$ cat src/rtl/traffic_phase_timer.sv
// Two-way intersection phase sequencer. It times green, yellow and all-red phases on a 1 s tick.
// Each green length is latched from the demand inputs when that green is entered.
module traffic_phase_timer #(
  parameter int CNT_W      = 6,
  parameter int DEM_W      = 7,
  parameter int MIN_GREEN  = 24,
  parameter int MAX_GREEN  = 60,
  parameter int YELLOW_SEC = 3,
  parameter int ALLRED_SEC = 1
) (
  input  logic             clk,
  input  logic             rst,
  input  logic             tick,
  input  logic [DEM_W-1:0] traffic_sec_ns,
  input  logic [DEM_W-1:0] traffic_sec_ew,
  output logic [1:0]       ns_light,
  output logic [1:0]       ew_light,
  output logic [2:0]       phase,
  output logic [CNT_W-1:0] phase_cnt,
  output logic             phase_done,
  output logic [CNT_W-1:0] green_len
);

  localparam int CW = (DEM_W > CNT_W) ? DEM_W : CNT_W;

  localparam logic [1:0] LAMP_RED = 2'b00;
  localparam logic [1:0] LAMP_YEL = 2'b01;
  localparam logic [1:0] LAMP_GRN = 2'b10;

  typedef enum logic [2:0] {
    NS_GREEN  = 3'd0,
    NS_YELLOW = 3'd1,
    ALLRED_1  = 3'd2,
    EW_GREEN  = 3'd3,
    EW_YELLOW = 3'd4,
    ALLRED_2  = 3'd5
  } state_e;

  state_e           state_q, state_d;
  logic [CNT_W-1:0] phase_cnt_q, phase_cnt_d;
  logic [CNT_W-1:0] green_len_q, green_len_d;
  logic             phase_done_q, phase_done_d;
  logic [1:0]       ns_light_q, ns_light_d;
  logic [1:0]       ew_light_q, ew_light_d;

  state_e           next_state;
  logic [CNT_W-1:0] last_cnt;
  logic             hold;
  logic             illegal;

  // The demand is widened, not truncated, so 100 s still clamps to MAX_GREEN.
  function automatic logic [CNT_W-1:0] clamp_green(input logic [DEM_W-1:0] dem);
    logic [CW-1:0] wide;
    wide = CW'(dem);
    if (wide < CW'(MIN_GREEN)) begin
      return CNT_W'(MIN_GREEN);
    end else if (wide > CW'(MAX_GREEN)) begin
      return CNT_W'(MAX_GREEN);
    end
    return CNT_W'(wide);
  endfunction

  always_comb begin
    next_state = NS_GREEN;
    last_cnt   = '0;
    hold       = 1'b0;
    illegal    = 1'b0;
    case (state_q)
      NS_GREEN: begin
        next_state = NS_YELLOW;
        last_cnt   = green_len_q - CNT_W'(1);
        hold       = (traffic_sec_ew == '0);
      end
      NS_YELLOW: begin
        next_state = ALLRED_1;
        last_cnt   = CNT_W'(YELLOW_SEC - 1);
      end
      ALLRED_1: begin
        next_state = EW_GREEN;
        last_cnt   = CNT_W'(ALLRED_SEC - 1);
      end
      EW_GREEN: begin
        next_state = EW_YELLOW;
        last_cnt   = green_len_q - CNT_W'(1);
        hold       = (traffic_sec_ns == '0);
      end
      EW_YELLOW: begin
        next_state = ALLRED_2;
        last_cnt   = CNT_W'(YELLOW_SEC - 1);
      end
      ALLRED_2: begin
        next_state = NS_GREEN;
        last_cnt   = CNT_W'(ALLRED_SEC - 1);
      end
      default: illegal = 1'b1;
    endcase
  end

  // A held green parks at its last count, so the exit fires on the first tick after demand appears.
  always_comb begin
    state_d      = state_q;
    phase_cnt_d  = phase_cnt_q;
    green_len_d  = green_len_q;
    phase_done_d = 1'b0;
    if (illegal) begin
      state_d     = NS_GREEN;
      phase_cnt_d = '0;
    end else if (tick) begin
      if (phase_cnt_q < last_cnt) begin
        phase_cnt_d = phase_cnt_q + CNT_W'(1);
      end else if (!hold) begin
        state_d      = next_state;
        phase_cnt_d  = '0;
        phase_done_d = 1'b1;
        if (next_state == EW_GREEN) begin
          green_len_d = clamp_green(traffic_sec_ew);
        end else if (next_state == NS_GREEN) begin
          green_len_d = clamp_green(traffic_sec_ns);
        end
      end
    end
  end

  always_comb begin
    ns_light_d = LAMP_RED;
    ew_light_d = LAMP_RED;
    case (state_d)
      NS_GREEN:  ns_light_d = LAMP_GRN;
      NS_YELLOW: ns_light_d = LAMP_YEL;
      EW_GREEN:  ew_light_d = LAMP_GRN;
      EW_YELLOW: ew_light_d = LAMP_YEL;
      default: begin
        ns_light_d = LAMP_RED;
        ew_light_d = LAMP_RED;
      end
    endcase
  end

  always_ff @(posedge clk) begin
    if (rst) begin
      state_q      <= NS_GREEN;
      phase_cnt_q  <= '0;
      green_len_q  <= CNT_W'(MIN_GREEN);
      phase_done_q <= 1'b0;
      ns_light_q   <= LAMP_GRN;
      ew_light_q   <= LAMP_RED;
    end else begin
      state_q      <= state_d;
      phase_cnt_q  <= phase_cnt_d;
      green_len_q  <= green_len_d;
      phase_done_q <= phase_done_d;
      ns_light_q   <= ns_light_d;
      ew_light_q   <= ew_light_d;
    end
  end

  assign phase      = state_q;
  assign phase_cnt  = phase_cnt_q;
  assign green_len  = green_len_q;
  assign phase_done = phase_done_q;
  assign ns_light   = ns_light_q;
  assign ew_light   = ew_light_q;

endmodule

$ cat config.mk
export PLATFORM = sky130hd
export DESIGN_NAME = traffic_phase_timer
export DESIGN_NICKNAME = d
export VERILOG_FILES = /design/src/rtl/traffic_phase_timer.sv
export SDC_FILE = /design/constraint.sdc
export NUM_CORES = 1
export LEC_CHECK = 0
export ABC_AREA = 1
export BUFFER_PORTS_ARGS = -buffer_cell sky130_fd_sc_hd__buf_4
export CORE_UTILIZATION = 35
export DETAILED_ROUTE_END_ITERATION = 12
export PLACE_DENSITY = 0.62
export SLEW_MARGIN = 25
export SYNTH_ARGS = -nofsm -noshare
export SYNTH_HDL_FRONTEND = slang
export SYNTH_SLANG_ARGS = --single-unit
$ cat constraint.sdc
create_clock -name clk -period 2.1 [get_ports clk]
set_input_delay 0.21 -clock clk [delete_from_list [all_inputs] [get_ports clk]]
set_output_delay 0.21 -clock clk [all_outputs]
set_load 0.01 [all_outputs]
==> results of run 1 <==
==> registers in the layout, indices dropped and copies added, names as in the netlist <==
name,flops
green_len,6
phase_done,1
phase,3
phase_cnt,6
ns_light,2
ew_light,2
==> per-stage QoR <==
step / hold slack (ps) / setup WS [ps] / instance area [sq um]
5_1_grt: 199 / -202 / 1900
4_1_cts: 199 / -12.7 / 1860
3_3_place_gp: 471 / -21.5 / 1760
3_5_place_dp: 479 / -81.6 / 1760
2_1_floorplan: 425 / 45.7 / 1330
6_report: 193 / -26.8 / 1900
==> final cells by class <==
type / count / area (sq um) / share of cell area
inverters: 23 / 91.3 / 0.0480
well taps: 48 / 60.1 / 0.0316
repair buffers: 53 / 398 / 0.209
clock buffers: 3 / 41.3 / 0.0217
multi-input cells: 152 / 910 / 0.478
flip-flops and latches: 20 / 403 / 0.212
==> worst register-to-register path: cells and delay by family, from the launching register on <==
family | cells | cell delay [ps]
AO/OA/AOI/OAI | 2 | 320
flip-flops | 1 | 330
AND/OR/NAND/NOR | 9 | 780
adder cells (fa/ha/maj) | 2 | 440
buffers and inverters | 4 | 200
==> per-layer routing <==
metal / up-vias / share of wire / global-route usage
li1: 755 / - / -
met2: 26 / 0.48 / 0.291
met4: 0 / 0.011 / 0.0426
met3: 4 / 0.043 / 0.0399
met5: - / 0 / 0
met1: 602 / 0.46 / 0.220
==> logic make-up (layout without fill, tap and decap cells) <==
kind of cell,after synthesis,count (layout),share of synthesized area
xor+xnor,4,4,0.0264
fa+ha+maj,7,7,0.0659
compound gates,27,27,0.127
simple gates,114,114,0.411
flops,20,20,0.301
buf+inv,24,79,0.0678
==> power by group through the flow <==
stage	sequential [mW]	clock (mW)	combinational, mW
after floorplan	0.396	0	0.0444
after global placement	0.396	0	0.0873
after detailed placement	0.396	0	0.0876
after CTS	0.387	0.258	0.0895
after global routing	0.387	0.268	0.105
final	0.387	0.245	0.0929
==> cells in the mapped netlist <==
| master | instances |
|---|---|
| nand4_1 | 4 |
| xnor2_1 | 2 |
| o21ai_1 | 1 |
| dfxtp_1 | 20 |
| inv_1 | 20 |
| inv_2 | 3 |
| a22o_1 | 2 |
| nor3_1 | 6 |
| xor2_1 | 2 |
| nand2_2 | 6 |
| or2_2 | 2 |
| nor3_2 | 1 |
| a21o_1 | 1 |
| o211ai_1 | 1 |
| nand2_4 | 3 |
| o21bai_1 | 3 |
| nor2_2 | 1 |
| nor2_4 | 2 |
| o22ai_1 | 1 |
| nor2_1 | 24 |
| a31o_2 | 1 |
| nand3_1 | 18 |
| ha_1 | 7 |
| o21ai_2 | 1 |
| o21a_1 | 2 |
| o21ai_0 | 2 |
| nor3_4 | 1 |
| nand2_1 | 46 |
| clkbuf_1 | 1 |
| a21oi_1 | 12 |
==> worst max path at each step <==
stage                            start      endpoint  cells after the start  slack (ps)
after floorplan           green_len[0]   ns_light[1]                     16          50
after global placement    green_len[1]   ns_light[1]                     16         -20
after detailed placement  green_len[0]   ns_light[1]                     16         -80
after CTS                 green_len[1]  phase_cnt[1]                     17         -10
after global routing      green_len[1]   ns_light[1]                     16        -200
final                     green_len[1]  phase_cnt[5]                     17         -30
==> what timing repair did <==
action,in CTS,in global routing
setup buffers,3,0
resized for setup,13,11
hold endpoints to repair,0,0
endpoints found under the setup margin,17,19
pin swaps,12,15
==> results.yml, run 1 <==
sta:
  maxSlewViolCount: 0
  setup_viol: 9
  timing.final.crit_share: 1.01
  relSlewSlack: 0.725
  fin_skew_ps: 5.55
  finalWorstSetupSlack_ps: -26.8
  worst_pin_slew_ps: 410
  finalSetupTns_ps: -123
  fmax_mhz: 470
  period_needed_ps: 2130
  rsz0062_at_grt: "true"
  final-hold-violation-count: 0
outcome:
  violations: "negative setup slack"
  status: "complete, but fails checks"
setup_path:
  rr_worst_depth: 17
  crit_type: "flip-flop to flip-flop"
  slowest_delay_ps: 330
  crit_path_frequent_cell: "nand2_1"
  crit_path_end_kind: "flip-flop"
  r2r-start: "green_len[1]"
  worstReg2RegEnd: "phase_cnt[5]"
  worstPathArrival_ps: 2310
  start_kind: "flip-flop"
  cpMaxStageDelayCell: "dfxtp_2"
  path_max_fanout: 6
  crit_chain: "inv_2 > ha_4 > inv_2 > nor2_4 > nand2_1 > nand2_1 > nand3_1 > ha_1 > nand2_2 > o21a_1 > nand2_4 > inv_4 > nand2_4 > inv_4 > nor2_4 > nand2_1 > a21oi_1"
  required_ps: 2290
  crit_family: "simple AND/OR/NAND/NOR gates"
  critPathBufInv: 4
  ff2ff_setup_slack_ps: -30
global_routing:
  antenna_found_initial: 0
  grt_pass1_wl_mm: 5.53
  grt_usage: 0.173
  grt_max_degree: 11
  grt_pass1_vias: 1289
  grt-ovfl-total: 0
cells_and_area:
  finalNetCount: 277
  fillers: 375
  layout-drive-gt1-share: 0.378
  layout_commonest_cell: "buf_4"
  post-route-util: 0.520
  area.growth.synth_to_final_pct: 43.2
  mostFrequentLayoutCells: "buf_4 (53), nand2_1 (42), nor2_1 (21), dfxtp_1 (18), inv_1 (17)"
  final_cell_count_no_fill: 299
  antenna-diode-count: 0
clocking:
  cts_hold_buf: 0
  cts_htree_levels: 1
  clock_sinks: 20
  clk_pin_slew_ps: 70
  cts_tree: "built"
  cts_buffers: 3
  insertion_delay_ps: 250
  cts_buffer_depth: 2
  cts-root-buf: "clkbuf_8"
power_and_ir_drop:
  ir_worst_vdd_mv: 0.260
  p_clk_frac: 0.338
  p_int_mw: 0.554
  combPwrFrac: 0.128
  finalPower_mw: 0.725
  p_leak_nw: 0.917
  p_switching_mw: 0.171
  seqPwrFrac: 0.533
  power_switching_share: 0.236
  p_per_area_nw_per_um2: 381
floorplanning:
  core_region_area_sq_um: 3660
  rows: 22
  die_w_um: 63.6
  start_util: 0.363
  boundaryPins: 37
  dieHeight_um: 63.6
  die_area_sq_um: 4050
placed_design:
  dp_cells: 293
  portBuffers: 36
  dpl.hpwl_mm: 2.58
  gp_congestion: 0.823
hold_path:
  whs_path_depth: 2
  min_to: "green_len[0]"
  worstHoldStart: "rst"
  hold_class: "input pin to flip-flop"
job:
  maxCapViolations: 0
synth:
  ys_types: 30
  synth_fp_nets: 220
  synth-warning-count: 0
  ys_top_cells_by_area: "dfxtp_1 (30%), nand2_1 (13%), nand3_1 (6.8%), nor2_1 (6.8%), ha_1 (6.6%)"
  synth_area_per_cell_sq_um: 6.78
  synth_top_area_frac: 0.301
  ys_ff_latch: 20
  syn_area_sq_um: 1330
  syn_inst: 196
  yosysSeqAreaShare: 0.301
  synth_top_area_cell: "dfxtp_1"
drt:
  wl_per_cell_um: 10.7
  drtAntennaViolNets: 0
  drt-initial-drc-count: 46
  via_per_inst: 4.64
  drc: 0
  vias: 1387
  drt_first_pass_iters: 4
  routed_wl_mm: 3.20
No activity file was read; power rests on OpenSTA's default activity.
==> run 2: changes to the inputs <==
--- a/config.mk
+++ b/config.mk
@@ -7,9 +7,11 @@
 export LEC_CHECK = 0
 export ABC_AREA = 1
 export BUFFER_PORTS_ARGS = -buffer_cell sky130_fd_sc_hd__buf_4
+export CORE_ASPECT_RATIO = 0.75
 export CORE_UTILIZATION = 35
 export DETAILED_ROUTE_END_ITERATION = 12
 export PLACE_DENSITY = 0.62
+export SKIP_CTS_REPAIR_TIMING = 1
 export SLEW_MARGIN = 25
 export SYNTH_ARGS = -nofsm -noshare
 export SYNTH_HDL_FRONTEND = slang
==> results.yml, run 2 (synthesis gave the netlist of run 1 again) <==
cells_and_area:
  layout_commonest_cell: "buf_4"
  layout-drive-gt1-share: 0.414
  stdcell_area_sq_um: 1940
  area.growth.synth_to_final_pct: 46.0
  antenna-diode-count: 0
  final_cell_count_no_fill: 301
  finalNetCount: 276
  mostFrequentLayoutCells: "buf_4 (52), nand2_1 (42), nor2_1 (21), inv_1 (16), dfxtp_1 (16)"
setup_path:
  crit_path_frequent_cell: "nand2_1"
  start_kind: "flip-flop"
  ff2ff_setup_slack_ps: -110
  crit_chain: "inv_2 > ha_4 > inv_2 > nor2_4 > nand2_1 > nand2_1 > nand3_2 > ha_4 > nand2_2 > o21a_1 > nand2_4 > nand2_4 > nor3_4 > nand2_1 > a21oi_2"
  cpMaxStageDelayCell: "dfxtp_2"
  rr_worst_depth: 15
  required_ps: 2300
  worstReg2RegEnd: "green_len[2]"
  crit_path_end_kind: "flip-flop"
  crit_type: "flip-flop to flip-flop"
  slowest_delay_ps: 340
  worstPathArrival_ps: 2410
  path_max_fanout: 6
  worstSetupStartpoint: "green_len[1]"
  r2r-start: "green_len[1]"
drt:
  drt-initial-drc-count: 50
  routed_wl_mm: 3.47
  drt_first_pass_iters: 4
  via_per_inst: 4.70
  vias: 1415
  wl_per_cell_um: 11.5
  drtAntennaViolNets: 0
  drc: 0
hold_path:
  worstHoldStart: "rst"
  hold_class: "input pin to flip-flop"
  min_to: "green_len[0]"
  whs_path_depth: 2
sta:
  period_needed_ps: 2210
  relSlewSlack: 0.718
  maxSlewViolCount: 0
  finalSetupTns_ps: -578
  worst_pin_slew_ps: 420
  rsz0062_at_grt: "true"
  finalWorstSetupSlack_ps: -110
  fin_skew_ps: 10.0
  final-hold-violation-count: 0
  setup_viol: 12
  whs_ps: 178
  fmax_mhz: 452
  timing.final.crit_share: 1.05
floorplanning:
  dieHeight_um: 55.4
  die_area_sq_um: 4050
  boundaryPins: 37
  die_w_um: 73.1
  rows: 18
  core_region_area_sq_um: 3450
  start_util: 0.386
global_routing:
  antenna_found_initial: 0
  grt_max_degree: 12
  grt_pass1_wl_mm: 5.56
  grt_usage: 0.179
  grt-ovfl-total: 0
  grt_pass1_vias: 1200
clocking:
  cts_buffers: 3
  cts_htree_levels: 1
  clock_sinks: 20
  clk_pin_slew_ps: 80
  cts_buffer_depth: 2
  cts-root-buf: "clkbuf_8"
  insertion_delay_ps: 260
  cts_tree: "built"
placed_design:
  dp_cells: 296
  portBuffers: 36
  dp_slack_ps: -66.5
  gp_congestion: 0.833
  dpl.hpwl_mm: 2.69
  placed_area_sq_um: 1770
power_and_ir_drop:
  ir_worst_vdd_mv: 0.354
  p_leak_nw: 0.926
  p_per_area_nw_per_um2: 400
outcome:
  violations: "negative setup slack"
  status: "complete, but fails checks"
job:
  maxCapViolations: 0
-- run 2: worst max-delay path, delay by kind of cell (launching register included) --
| family | cells | cell delay, ps |
|---|---|---|
| buffers and inverters | 2 | 110 |
| adder cells (fa/ha/maj) | 2 | 410 |
| AND/OR/NAND/NOR | 9 | 950 |
| AO/OA/AOI/OAI | 2 | 340 |
| flip-flops | 1 | 340 |
-- run 2: cell type report --
cell class / instances / area [sq um]
flip-flops and latches: 20 / 405
well taps: 50 / 62.6
clock buffers: 4 / 55.1
inverters: 23 / 86.3
multi-input cells: 152 / 941
fillers: 345 / 1510
repair buffers: 52 / 390
-- run 2: power by group --
part | switching [mW] | total, mW | internal, mW
sequential | 0.00391 | 0.386 | 0.382
combinational | 0.0487 | 0.0914 | 0.0427
clock | 0.132 | 0.299 | 0.167
-- run 2: per-stage QoR --
| step | power, mW | utilization |
|---|---|---|
| after global routing | 0.820 | 0.563 |
| after detailed placement | 0.484 | 0.514 |
| after CTS | 0.787 | 0.530 |
| final | 0.776 | 0.563 |
| after global placement | 0.484 | 0.514 |
| after floorplan | 0.440 | - |
-- run 2: how the worst max path moves through the flow --
stage | endpoint | slack (ps) | cells past startpoint
6_report | green_len[2] | -110 | 15
5_1_grt | green_len[2] | -280 | 15
4_1_cts | green_len[2] | -80 | 15
3_5_place_dp | green_len[2] | -70 | 15
3_3_place_gp | ns_light[1] | -30 | 16
2_1_floorplan | ns_light[1] | 50 | 16
-- run 2: layer usage --
metal	vias to the layer above	global-route usage	share of wire
li1	759	-	-
met3	4	0.0456	0.050
met5	-	0	0
met1	616	0.277	0.55
met4	0	0.0420	0.0075
met2	36	0.241	0.39
